File: src/rtl/id_ex_if.sv
// Decode-to-execute bundle: decode-side fields (*_i) and the registered
// execute-side copies (*_o) plus the valid flag.
interface id_ex_if;
    logic [31:0] inst_i;
    logic [31:0] inst_addr_i;
    logic [4:0]  reg1_addr_i;
    logic [4:0]  reg2_addr_i;
    logic [31:0] reg1_rdata_i;
    logic [31:0] reg2_rdata_i;
    logic        regw_enable_i;
    logic [4:0]  regw_addr_i;
    logic        csrw_enable_i;
    logic [31:0] csrw_data_i;
    logic [31:0] csrw_addr_i;
    logic [31:0] op1_i;
    logic [31:0] op2_i;
    logic [31:0] op1_jump_i;
    logic [31:0] op2_jump_i;

    logic [31:0] inst_o;
    logic [31:0] inst_addr_o;
    logic [31:0] reg1_rdata_o;
    logic [31:0] reg2_rdata_o;
    logic        regw_enable_o;
    logic [4:0]  regw_addr_o;
    logic        csrw_enable_o;
    logic [31:0] csrw_data_o;
    logic [31:0] csrw_addr_o;
    logic [31:0] op1_o;
    logic [31:0] op2_o;
    logic [31:0] op1_jump_o;
    logic [31:0] op2_jump_o;
    logic        valid_o;

    modport master (
        output inst_i, inst_addr_i, reg1_addr_i, reg2_addr_i, reg1_rdata_i,
               reg2_rdata_i, regw_enable_i, regw_addr_i, csrw_enable_i,
               csrw_data_i, csrw_addr_i, op1_i, op2_i, op1_jump_i, op2_jump_i,
        input  inst_o, inst_addr_o, reg1_rdata_o, reg2_rdata_o, regw_enable_o,
               regw_addr_o, csrw_enable_o, csrw_data_o, csrw_addr_o, op1_o,
               op2_o, op1_jump_o, op2_jump_o, valid_o
    );

    modport slave (
        input  inst_i, inst_addr_i, reg1_addr_i, reg2_addr_i, reg1_rdata_i,
               reg2_rdata_i, regw_enable_i, regw_addr_i, csrw_enable_i,
               csrw_data_i, csrw_addr_i, op1_i, op2_i, op1_jump_i, op2_jump_i,
        output inst_o, inst_addr_o, reg1_rdata_o, reg2_rdata_o, regw_enable_o,
               regw_addr_o, csrw_enable_o, csrw_data_o, csrw_addr_o, op1_o,
               op2_o, op1_jump_o, op2_jump_o, valid_o
    );
endinterface

File: src/rtl/id_ex.sv
// ID/EX pipeline register with load-use bubble, jump flush and hold.
// Optional ID_EX_PERF_CNT_EN adds bubble/flush/hold event counters.
module id_ex #(
    parameter logic [31:0] NOP_INST    = 32'h00000013,
    parameter logic [6:0]  LOAD_OPCODE = 7'b0000011
) (
    input  logic    clk,
    input  logic    rst,
    id_ex_if.slave  bus,
    input  logic    jump_flag_i,
    input  logic    hold_i,
    output logic    stall_o
`ifdef ID_EX_PERF_CNT_EN
    ,
    output logic [31:0] bubble_cnt_o,
    output logic [31:0] flush_cnt_o,
    output logic [31:0] hold_cnt_o
`endif
);

    typedef struct packed {
        logic [31:0] inst;
        logic [31:0] inst_addr;
        logic [31:0] reg1_rdata;
        logic [31:0] reg2_rdata;
        logic        regw_enable;
        logic [4:0]  regw_addr;
        logic        csrw_enable;
        logic [31:0] csrw_data;
        logic [31:0] csrw_addr;
        logic [31:0] op1;
        logic [31:0] op2;
        logic [31:0] op1_jump;
        logic [31:0] op2_jump;
    } payload_t;

    payload_t capture_s;
    payload_t bubble_s;
    payload_t payload_nxt_s;
    payload_t payload_r;
    logic     valid_nxt_s;
    logic     valid_r;
    logic     load_nxt_s;
    logic     ex_is_load_r;
    logic     hazard_s;
    logic     rs1_hit_s;
    logic     rs2_hit_s;

    // Hazard detection and next-state selection in priority order.
    always_comb begin
        capture_s.inst        = bus.inst_i;
        capture_s.inst_addr   = bus.inst_addr_i;
        capture_s.reg1_rdata  = bus.reg1_rdata_i;
        capture_s.reg2_rdata  = bus.reg2_rdata_i;
        capture_s.regw_enable = bus.regw_enable_i;
        capture_s.regw_addr   = bus.regw_addr_i;
        capture_s.csrw_enable = bus.csrw_enable_i;
        capture_s.csrw_data   = bus.csrw_data_i;
        capture_s.csrw_addr   = bus.csrw_addr_i;
        capture_s.op1         = bus.op1_i;
        capture_s.op2         = bus.op2_i;
        capture_s.op1_jump    = bus.op1_jump_i;
        capture_s.op2_jump    = bus.op2_jump_i;

        bubble_s      = '0;
        bubble_s.inst = NOP_INST;

        rs1_hit_s = (bus.reg1_addr_i != 5'd0) && (bus.reg1_addr_i == payload_r.regw_addr);
        rs2_hit_s = (bus.reg2_addr_i != 5'd0) && (bus.reg2_addr_i == payload_r.regw_addr);
        hazard_s  = ex_is_load_r & valid_r & (payload_r.regw_addr != 5'd0)
                    & (rs1_hit_s | rs2_hit_s);
        stall_o   = hazard_s & ~jump_flag_i & ~rst;

        payload_nxt_s = payload_r;
        valid_nxt_s   = valid_r;
        load_nxt_s    = ex_is_load_r;
        if (jump_flag_i) begin
            payload_nxt_s = bubble_s;
            valid_nxt_s   = 1'b0;
            load_nxt_s    = 1'b0;
        end else if (hold_i) begin
            payload_nxt_s = payload_r;
            valid_nxt_s   = valid_r;
            load_nxt_s    = ex_is_load_r;
        end else if (hazard_s) begin
            payload_nxt_s = bubble_s;
            valid_nxt_s   = 1'b0;
            load_nxt_s    = 1'b0;
        end else begin
            payload_nxt_s = capture_s;
            valid_nxt_s   = 1'b1;
            load_nxt_s    = (bus.inst_i[6:0] == LOAD_OPCODE) & bus.regw_enable_i;
        end
    end

    // Pipeline register state.
    always_ff @(posedge clk) begin
        if (rst) begin
            payload_r    <= bubble_s;
            valid_r      <= 1'b0;
            ex_is_load_r <= 1'b0;
        end else begin
            payload_r    <= payload_nxt_s;
            valid_r      <= valid_nxt_s;
            ex_is_load_r <= load_nxt_s;
        end
    end

    assign bus.inst_o        = payload_r.inst;
    assign bus.inst_addr_o   = payload_r.inst_addr;
    assign bus.reg1_rdata_o  = payload_r.reg1_rdata;
    assign bus.reg2_rdata_o  = payload_r.reg2_rdata;
    assign bus.regw_enable_o = payload_r.regw_enable;
    assign bus.regw_addr_o   = payload_r.regw_addr;
    assign bus.csrw_enable_o = payload_r.csrw_enable;
    assign bus.csrw_data_o   = payload_r.csrw_data;
    assign bus.csrw_addr_o   = payload_r.csrw_addr;
    assign bus.op1_o         = payload_r.op1;
    assign bus.op2_o         = payload_r.op2;
    assign bus.op1_jump_o    = payload_r.op1_jump;
    assign bus.op2_jump_o    = payload_r.op2_jump;
    assign bus.valid_o       = valid_r;

`ifdef ID_EX_PERF_CNT_EN
    logic [31:0] bubble_cnt_r;
    logic [31:0] flush_cnt_r;
    logic [31:0] hold_cnt_r;

    // Event counters follow the same priority as the register update; wrap naturally.
    always_ff @(posedge clk) begin
        if (rst) begin
            bubble_cnt_r <= 32'd0;
            flush_cnt_r  <= 32'd0;
            hold_cnt_r   <= 32'd0;
        end else if (jump_flag_i) begin
            flush_cnt_r  <= flush_cnt_r + 32'd1;
        end else if (hold_i) begin
            hold_cnt_r   <= hold_cnt_r + 32'd1;
        end else if (hazard_s) begin
            bubble_cnt_r <= bubble_cnt_r + 32'd1;
        end else begin
            bubble_cnt_r <= bubble_cnt_r;
        end
    end

    assign bubble_cnt_o = bubble_cnt_r;
    assign flush_cnt_o  = flush_cnt_r;
    assign hold_cnt_o   = hold_cnt_r;
`endif

endmodule

File: src/flat_wrapper.sv
// flat-port wrapper written by rule: the top's interface ports become plain ports
module id_ex_flat 
#(
    parameter logic [31:0] NOP_INST    = 32'h00000013,
    parameter logic [6:0]  LOAD_OPCODE = 7'b0000011
)
  (clk, rst, jump_flag_i, hold_i, stall_o, bus_inst_i, bus_inst_addr_i, bus_reg1_addr_i, bus_reg2_addr_i, bus_reg1_rdata_i, bus_reg2_rdata_i, bus_regw_enable_i, bus_regw_addr_i, bus_csrw_enable_i, bus_csrw_data_i, bus_csrw_addr_i, bus_op1_i, bus_op2_i, bus_op1_jump_i, bus_op2_jump_i, bus_inst_o, bus_inst_addr_o, bus_reg1_rdata_o, bus_reg2_rdata_o, bus_regw_enable_o, bus_regw_addr_o, bus_csrw_enable_o, bus_csrw_data_o, bus_csrw_addr_o, bus_op1_o, bus_op2_o, bus_op1_jump_o, bus_op2_jump_o, bus_valid_o);
  id_ex_if bus_i ();
  input  logic clk;
  input  logic rst;
  input  logic jump_flag_i;
  input  logic hold_i;
  output logic stall_o;
  input wire logic [$bits(bus_i.inst_i)-1:0] bus_inst_i;
  input wire logic [$bits(bus_i.inst_addr_i)-1:0] bus_inst_addr_i;
  input wire logic [$bits(bus_i.reg1_addr_i)-1:0] bus_reg1_addr_i;
  input wire logic [$bits(bus_i.reg2_addr_i)-1:0] bus_reg2_addr_i;
  input wire logic [$bits(bus_i.reg1_rdata_i)-1:0] bus_reg1_rdata_i;
  input wire logic [$bits(bus_i.reg2_rdata_i)-1:0] bus_reg2_rdata_i;
  input wire logic [$bits(bus_i.regw_enable_i)-1:0] bus_regw_enable_i;
  input wire logic [$bits(bus_i.regw_addr_i)-1:0] bus_regw_addr_i;
  input wire logic [$bits(bus_i.csrw_enable_i)-1:0] bus_csrw_enable_i;
  input wire logic [$bits(bus_i.csrw_data_i)-1:0] bus_csrw_data_i;
  input wire logic [$bits(bus_i.csrw_addr_i)-1:0] bus_csrw_addr_i;
  input wire logic [$bits(bus_i.op1_i)-1:0] bus_op1_i;
  input wire logic [$bits(bus_i.op2_i)-1:0] bus_op2_i;
  input wire logic [$bits(bus_i.op1_jump_i)-1:0] bus_op1_jump_i;
  input wire logic [$bits(bus_i.op2_jump_i)-1:0] bus_op2_jump_i;
  output wire logic [$bits(bus_i.inst_o)-1:0] bus_inst_o;
  output wire logic [$bits(bus_i.inst_addr_o)-1:0] bus_inst_addr_o;
  output wire logic [$bits(bus_i.reg1_rdata_o)-1:0] bus_reg1_rdata_o;
  output wire logic [$bits(bus_i.reg2_rdata_o)-1:0] bus_reg2_rdata_o;
  output wire logic [$bits(bus_i.regw_enable_o)-1:0] bus_regw_enable_o;
  output wire logic [$bits(bus_i.regw_addr_o)-1:0] bus_regw_addr_o;
  output wire logic [$bits(bus_i.csrw_enable_o)-1:0] bus_csrw_enable_o;
  output wire logic [$bits(bus_i.csrw_data_o)-1:0] bus_csrw_data_o;
  output wire logic [$bits(bus_i.csrw_addr_o)-1:0] bus_csrw_addr_o;
  output wire logic [$bits(bus_i.op1_o)-1:0] bus_op1_o;
  output wire logic [$bits(bus_i.op2_o)-1:0] bus_op2_o;
  output wire logic [$bits(bus_i.op1_jump_o)-1:0] bus_op1_jump_o;
  output wire logic [$bits(bus_i.op2_jump_o)-1:0] bus_op2_jump_o;
  output wire logic [$bits(bus_i.valid_o)-1:0] bus_valid_o;
  assign bus_i.inst_i = bus_inst_i;
  assign bus_i.inst_addr_i = bus_inst_addr_i;
  assign bus_i.reg1_addr_i = bus_reg1_addr_i;
  assign bus_i.reg2_addr_i = bus_reg2_addr_i;
  assign bus_i.reg1_rdata_i = bus_reg1_rdata_i;
  assign bus_i.reg2_rdata_i = bus_reg2_rdata_i;
  assign bus_i.regw_enable_i = bus_regw_enable_i;
  assign bus_i.regw_addr_i = bus_regw_addr_i;
  assign bus_i.csrw_enable_i = bus_csrw_enable_i;
  assign bus_i.csrw_data_i = bus_csrw_data_i;
  assign bus_i.csrw_addr_i = bus_csrw_addr_i;
  assign bus_i.op1_i = bus_op1_i;
  assign bus_i.op2_i = bus_op2_i;
  assign bus_i.op1_jump_i = bus_op1_jump_i;
  assign bus_i.op2_jump_i = bus_op2_jump_i;
  assign bus_inst_o = bus_i.inst_o;
  assign bus_inst_addr_o = bus_i.inst_addr_o;
  assign bus_reg1_rdata_o = bus_i.reg1_rdata_o;
  assign bus_reg2_rdata_o = bus_i.reg2_rdata_o;
  assign bus_regw_enable_o = bus_i.regw_enable_o;
  assign bus_regw_addr_o = bus_i.regw_addr_o;
  assign bus_csrw_enable_o = bus_i.csrw_enable_o;
  assign bus_csrw_data_o = bus_i.csrw_data_o;
  assign bus_csrw_addr_o = bus_i.csrw_addr_o;
  assign bus_op1_o = bus_i.op1_o;
  assign bus_op2_o = bus_i.op2_o;
  assign bus_op1_jump_o = bus_i.op1_jump_o;
  assign bus_op2_jump_o = bus_i.op2_jump_o;
  assign bus_valid_o = bus_i.valid_o;
  id_ex #(.NOP_INST(NOP_INST), .LOAD_OPCODE(LOAD_OPCODE)) u_core (.clk(clk), .rst(rst), .bus(bus_i), .jump_flag_i(jump_flag_i), .hold_i(hold_i), .stall_o(stall_o));
endmodule
File: config.mk
export PLATFORM = sky130hd
export DESIGN_NAME = id_ex_flat
export DESIGN_NICKNAME = d
export VERILOG_FILES = /design/src/rtl/id_ex_if.sv /design/src/rtl/id_ex.sv /design/src/flat_wrapper.sv
export SDC_FILE = /design/constraint.sdc
export NUM_CORES = 1
export LEC_CHECK = 0
export CAP_MARGIN = 10
export CORE_AREA = 10 10 250 252
export DETAILED_ROUTE_END_ITERATION = 6
export DIE_AREA = 0 0 260 262
export GPL_TIMING_DRIVEN = 0
export PLACE_DENSITY = 0.52
export REMOVE_ABC_BUFFERS = 1
export SETUP_SLACK_MARGIN = 0.05
export SLEW_MARGIN = 10
export SYNTH_ARGS = -nofsm -noshare
export SYNTH_HDL_FRONTEND = slang
export SYNTH_SLANG_ARGS = --single-unit
File: constraint.sdc
create_clock -name clk -period 3.4 [get_ports clk]
set_input_delay 1.02 -clock clk [delete_from_list [all_inputs] [get_ports clk]]
set_output_delay 1.02 -clock clk [all_outputs]
set_load 0.01 [all_outputs]
==> impl_metrics.ini <==
[global_routing]
grt_pass1_wl_um = 88200
grt_pass1_vias = 14000
grt_overflow_total = 0
grt_max_degree = 68
antenna_found_initial = 5
grt_use_total = 0.165

[floorplan]
die_w_um = 260
initial_core_util = 0.233
die_area_sq_um = 68100
die_h_um = 262
coreArea_sq_um = 57400
rows = 88
pin_count = 670

[synth]
synth_area_leaders = dfxtp_1 49%, a2bb2oi_1 21%, nand2_1 9.1%
postSynthAreaPerCell_sq_um = 8.96
yosys.cell_count.top_type = dfxtp_1
yosys_register_bits = 329
yosysUniqueCellTypes = 29
synth_ff_type = dfxtp_1
yosysTopAreaCell = dfxtp_1
synth_top_area_frac = 0.493
synth_warnings = 0
synth_common_cells = 329 x dfxtp_1, 325 x nand2_1, 324 x a2bb2oi_1
synthCells = 1490
synth_area_sq_um = 13400
synthArstFlopShare = 0
synth_edf_count = 0
yosysSeqAreaShare = 0.493

[sta]
setup_violations = 0
post-route-min-period_ns = 3.27
hold_viol = 0
worst_pin_slew_ns = 0.621
period_share = 0.960
fmax_ghz = 0.306
skew_ns = 0.0103
rsz0062_at_grt = false
relSlewSlack = 0.586
drv_slew = 0
fin_ws_ns = 0.134

[flow_run]
max_cap_viol_count = 0

[critical_path]
rr_worst_depth = 10
worstSetupPathType = in -> out
path_cells = buf_2, or4_4, a21oi_4, o22ai_4, and3_4, buf_6
startpoint_type = input pin
crit_buf_inv = 2
endpoint_kind = primary output
r2r-start = u_core.bus.regw_addr_o[3]$_SDFFE_PP0N_
required_ns = 2.38
cp.arrival_ns = 2.25
cp_slowest_cell = or4_4
r2r-end = u_core.bus.inst_addr_o[17]$_SDFFE_PP0N_
r2r_slack_ns = 0.83
cp_slowest_stage_delay_ns = 0.53
cp_top_family = simple AND/OR/NAND/NOR gates
crit_start = bus_reg2_addr_i[0]
path_max_fanout = 3

[placement]
dp_hpwl_um = 45400
dpl_cell_area_sq_um = 21000
gp_congestion = 0.775
io_buffers = 669
dp_slack_ns = -1.08

[routing]
first_iter_violations = 693
wl_um = 60000
ant_nets = 0
num_vias = 13800
routed_via_density = 4.72
routedWlPerCell_um = 20.6
dr.pass1.iters = 5
drc = 0

[power_and_ir_drop]
swShare = 0.249
p_sw_uw = 2570
powerDensity_nw_per_um2 = 457
p_seq_frac = 0.412
combPwrFrac = 0.160
intPower_uw = 7730
vdd_drop_max_mv = 0.345
p_leak_uw = 0.00890
pwr-share-clk = 0.428

[finish]
fin_area_sq_um = 22500
syn2layout_area_growth_pct = 68.8
fillers = 5764
final_nets = 2462
layout-drive-gt1-share = 0.0656

[clock_network]
hold_buffers = 0
clock-sinks = 329
htree_levels = 2
clockBufferDepth = 3
clk_pin_slew_ns = 0.05
cts_tree = done
cts_buffers = 43
cts-root-buf = clkbuf_16
worst_skew_pair.late_latency_ns = 0.55

[outcome]
status = complete, no violations

[min_path]
min_to = u_core.bus.op1_o[21]$_SDFFE_PP0N_
min_from = u_core.bus.op1_o[21]$_SDFFE_PP0N_
hold_path_class = reg -> reg
whs_path_depth = 2
[power by group through the flow]
stage / registers, uW / clock network (uW) / logic, uW
2_1_floorplan: 4430 / 0 / 437
3_3_place_gp: 4320 / 0 / 1700
3_5_place_dp: 4320 / 0 / 1650
4_1_cts: 4240 / 4570 / 1670
5_1_grt: 4270 / 4710 / 1780
6_report: 4240 / 4400 / 1650
[sequential cells by signal, indices dropped and copies added (netlist names)]
| register | count |
|---|---|
| u_core.bus.reg2_rdata_o | 32 |
| u_core.bus.csrw_addr_o | 32 |
| u_core.bus.inst_o | 32 |
| u_core.bus.op2_o | 32 |
| u_core.ex_is_load_r | 1 |
| u_core.bus.regw_enable_o | 1 |
| u_core.bus.op1_o | 32 |
| u_core.bus.op1_jump_o | 32 |
| u_core.bus.op2_jump_o | 32 |
| u_core.bus.reg1_rdata_o | 32 |
| u_core.bus.valid_o | 1 |
| u_core.bus.csrw_enable_o | 1 |
| u_core.bus.csrw_data_o | 32 |
| u_core.bus.inst_addr_o | 32 |
| u_core.bus.regw_addr_o | 5 |
[final cells by class]
class	instances	area, sq um	area share
tap	765	957	0.0425
multi-input combinational	1019	6080	0.270
sequential	329	6590	0.292
clock buffer	63	1230	0.0547
antenna	3	7.51	0.000333
clock inverter	9	105	0.00466
timing repair buffer	728	7570	0.336
[metrics by stage]
stage	std cells	hold WS, ns	power, uW	setup TNS [ns]	util
3_3_place_gp	2780	0.447	6020	-8975.23	0.352
5_1_grt	2916	0.484	10800	0	0.393
3_5_place_dp	2830	0.453	5970	-78.78	0.367
6_report	2916	0.463	10300	0	0.393
2_1_floorplan	1346	0.506	4870	-4906.52	-
4_1_cts	2912	0.466	10500	0	0.393
[routing by layer]
layer  track usage  share of wire  vias to the layer above
met5             0        0.00020                        -
met4        0.0620          0.031                        2
met3        0.0672          0.098                       96
met2         0.289           0.50                      484
met1         0.177           0.37                     6495
li1              -              -                     6698
[logic make-up (layout without fill, tap and decap cells)]
| family | after synthesis | count (layout) | synth area share |
|---|---|---|---|
| other | 0 | 3 | 0 |
| buffers and inverters | 144 | 800 | 0.0589 |
| XOR/XNOR | 8 | 8 | 0.00525 |
| AO/OA/AOI/OAI | 664 | 666 | 0.342 |
| AND/OR/NAND/NOR | 345 | 345 | 0.100 |
| flip-flops | 329 | 329 | 0.493 |
[worst max-delay path by stage]
stage,to,slack [ns],cells past startpoint
after global placement,u_core.bus.csrw_data_o[20]$_SDFFE_PP0N_,-31.20,5
after floorplan,u_core.bus.csrw_data_o[0]$_SDFFE_PP0N_,-15.17,4
after CTS,stall_o,0.008,7
after detailed placement,stall_o,-1.08,7
after global routing,u_core.bus.csrw_addr_o[15]$_SDFFE_PP0N_,0.05,13
final,stall_o,0.13,6
[placed cells by master, fill, tap and decap left out, drive strengths merged, types with 3 or more instances in the layout]
| cell type | synthesis | layout |
|---|---|---|
| o211a | 1 | 3 |
| nand2 | 325 | 325 |
| clkbuf | 101 | 64 |
| a21oi | 5 | 5 |
| buf | 43 | 66 |
| nor2 | 6 | 6 |
| clkdlybuf4s50 | 0 | 658 |
| xnor2 | 8 | 8 |
| a2bb2oi | 324 | 324 |
| and2 | 3 | 3 |
| clkinv | 0 | 5 |
| dfxtp | 329 | 329 |
| diode | 0 | 3 |
| o21ai | 325 | 325 |
| or4 | 4 | 4 |
| o2bb2ai | 3 | 3 |
[worst reg2reg max path, cell delays in order, from the launching register on]
cell and delay, ns:
dfxtp_1 0.56, xnor2_1 0.17, nand4_1 0.18, o22ai_4 0.26, buf_4 0.16, buf_4 0.21, buf_12 0.21, buf_16 0.22
buf_16 0.19, buf_16 0.19, o21ai_0 0.12
[what timing repair did]
item,CTS,global route
gates cloned,3,0
resized for setup,47,10
pin swaps,6,4
endpoints found under the setup margin,69,15
buffers inserted,7,2
Note: power is estimated with default switching activity, not from simulation.
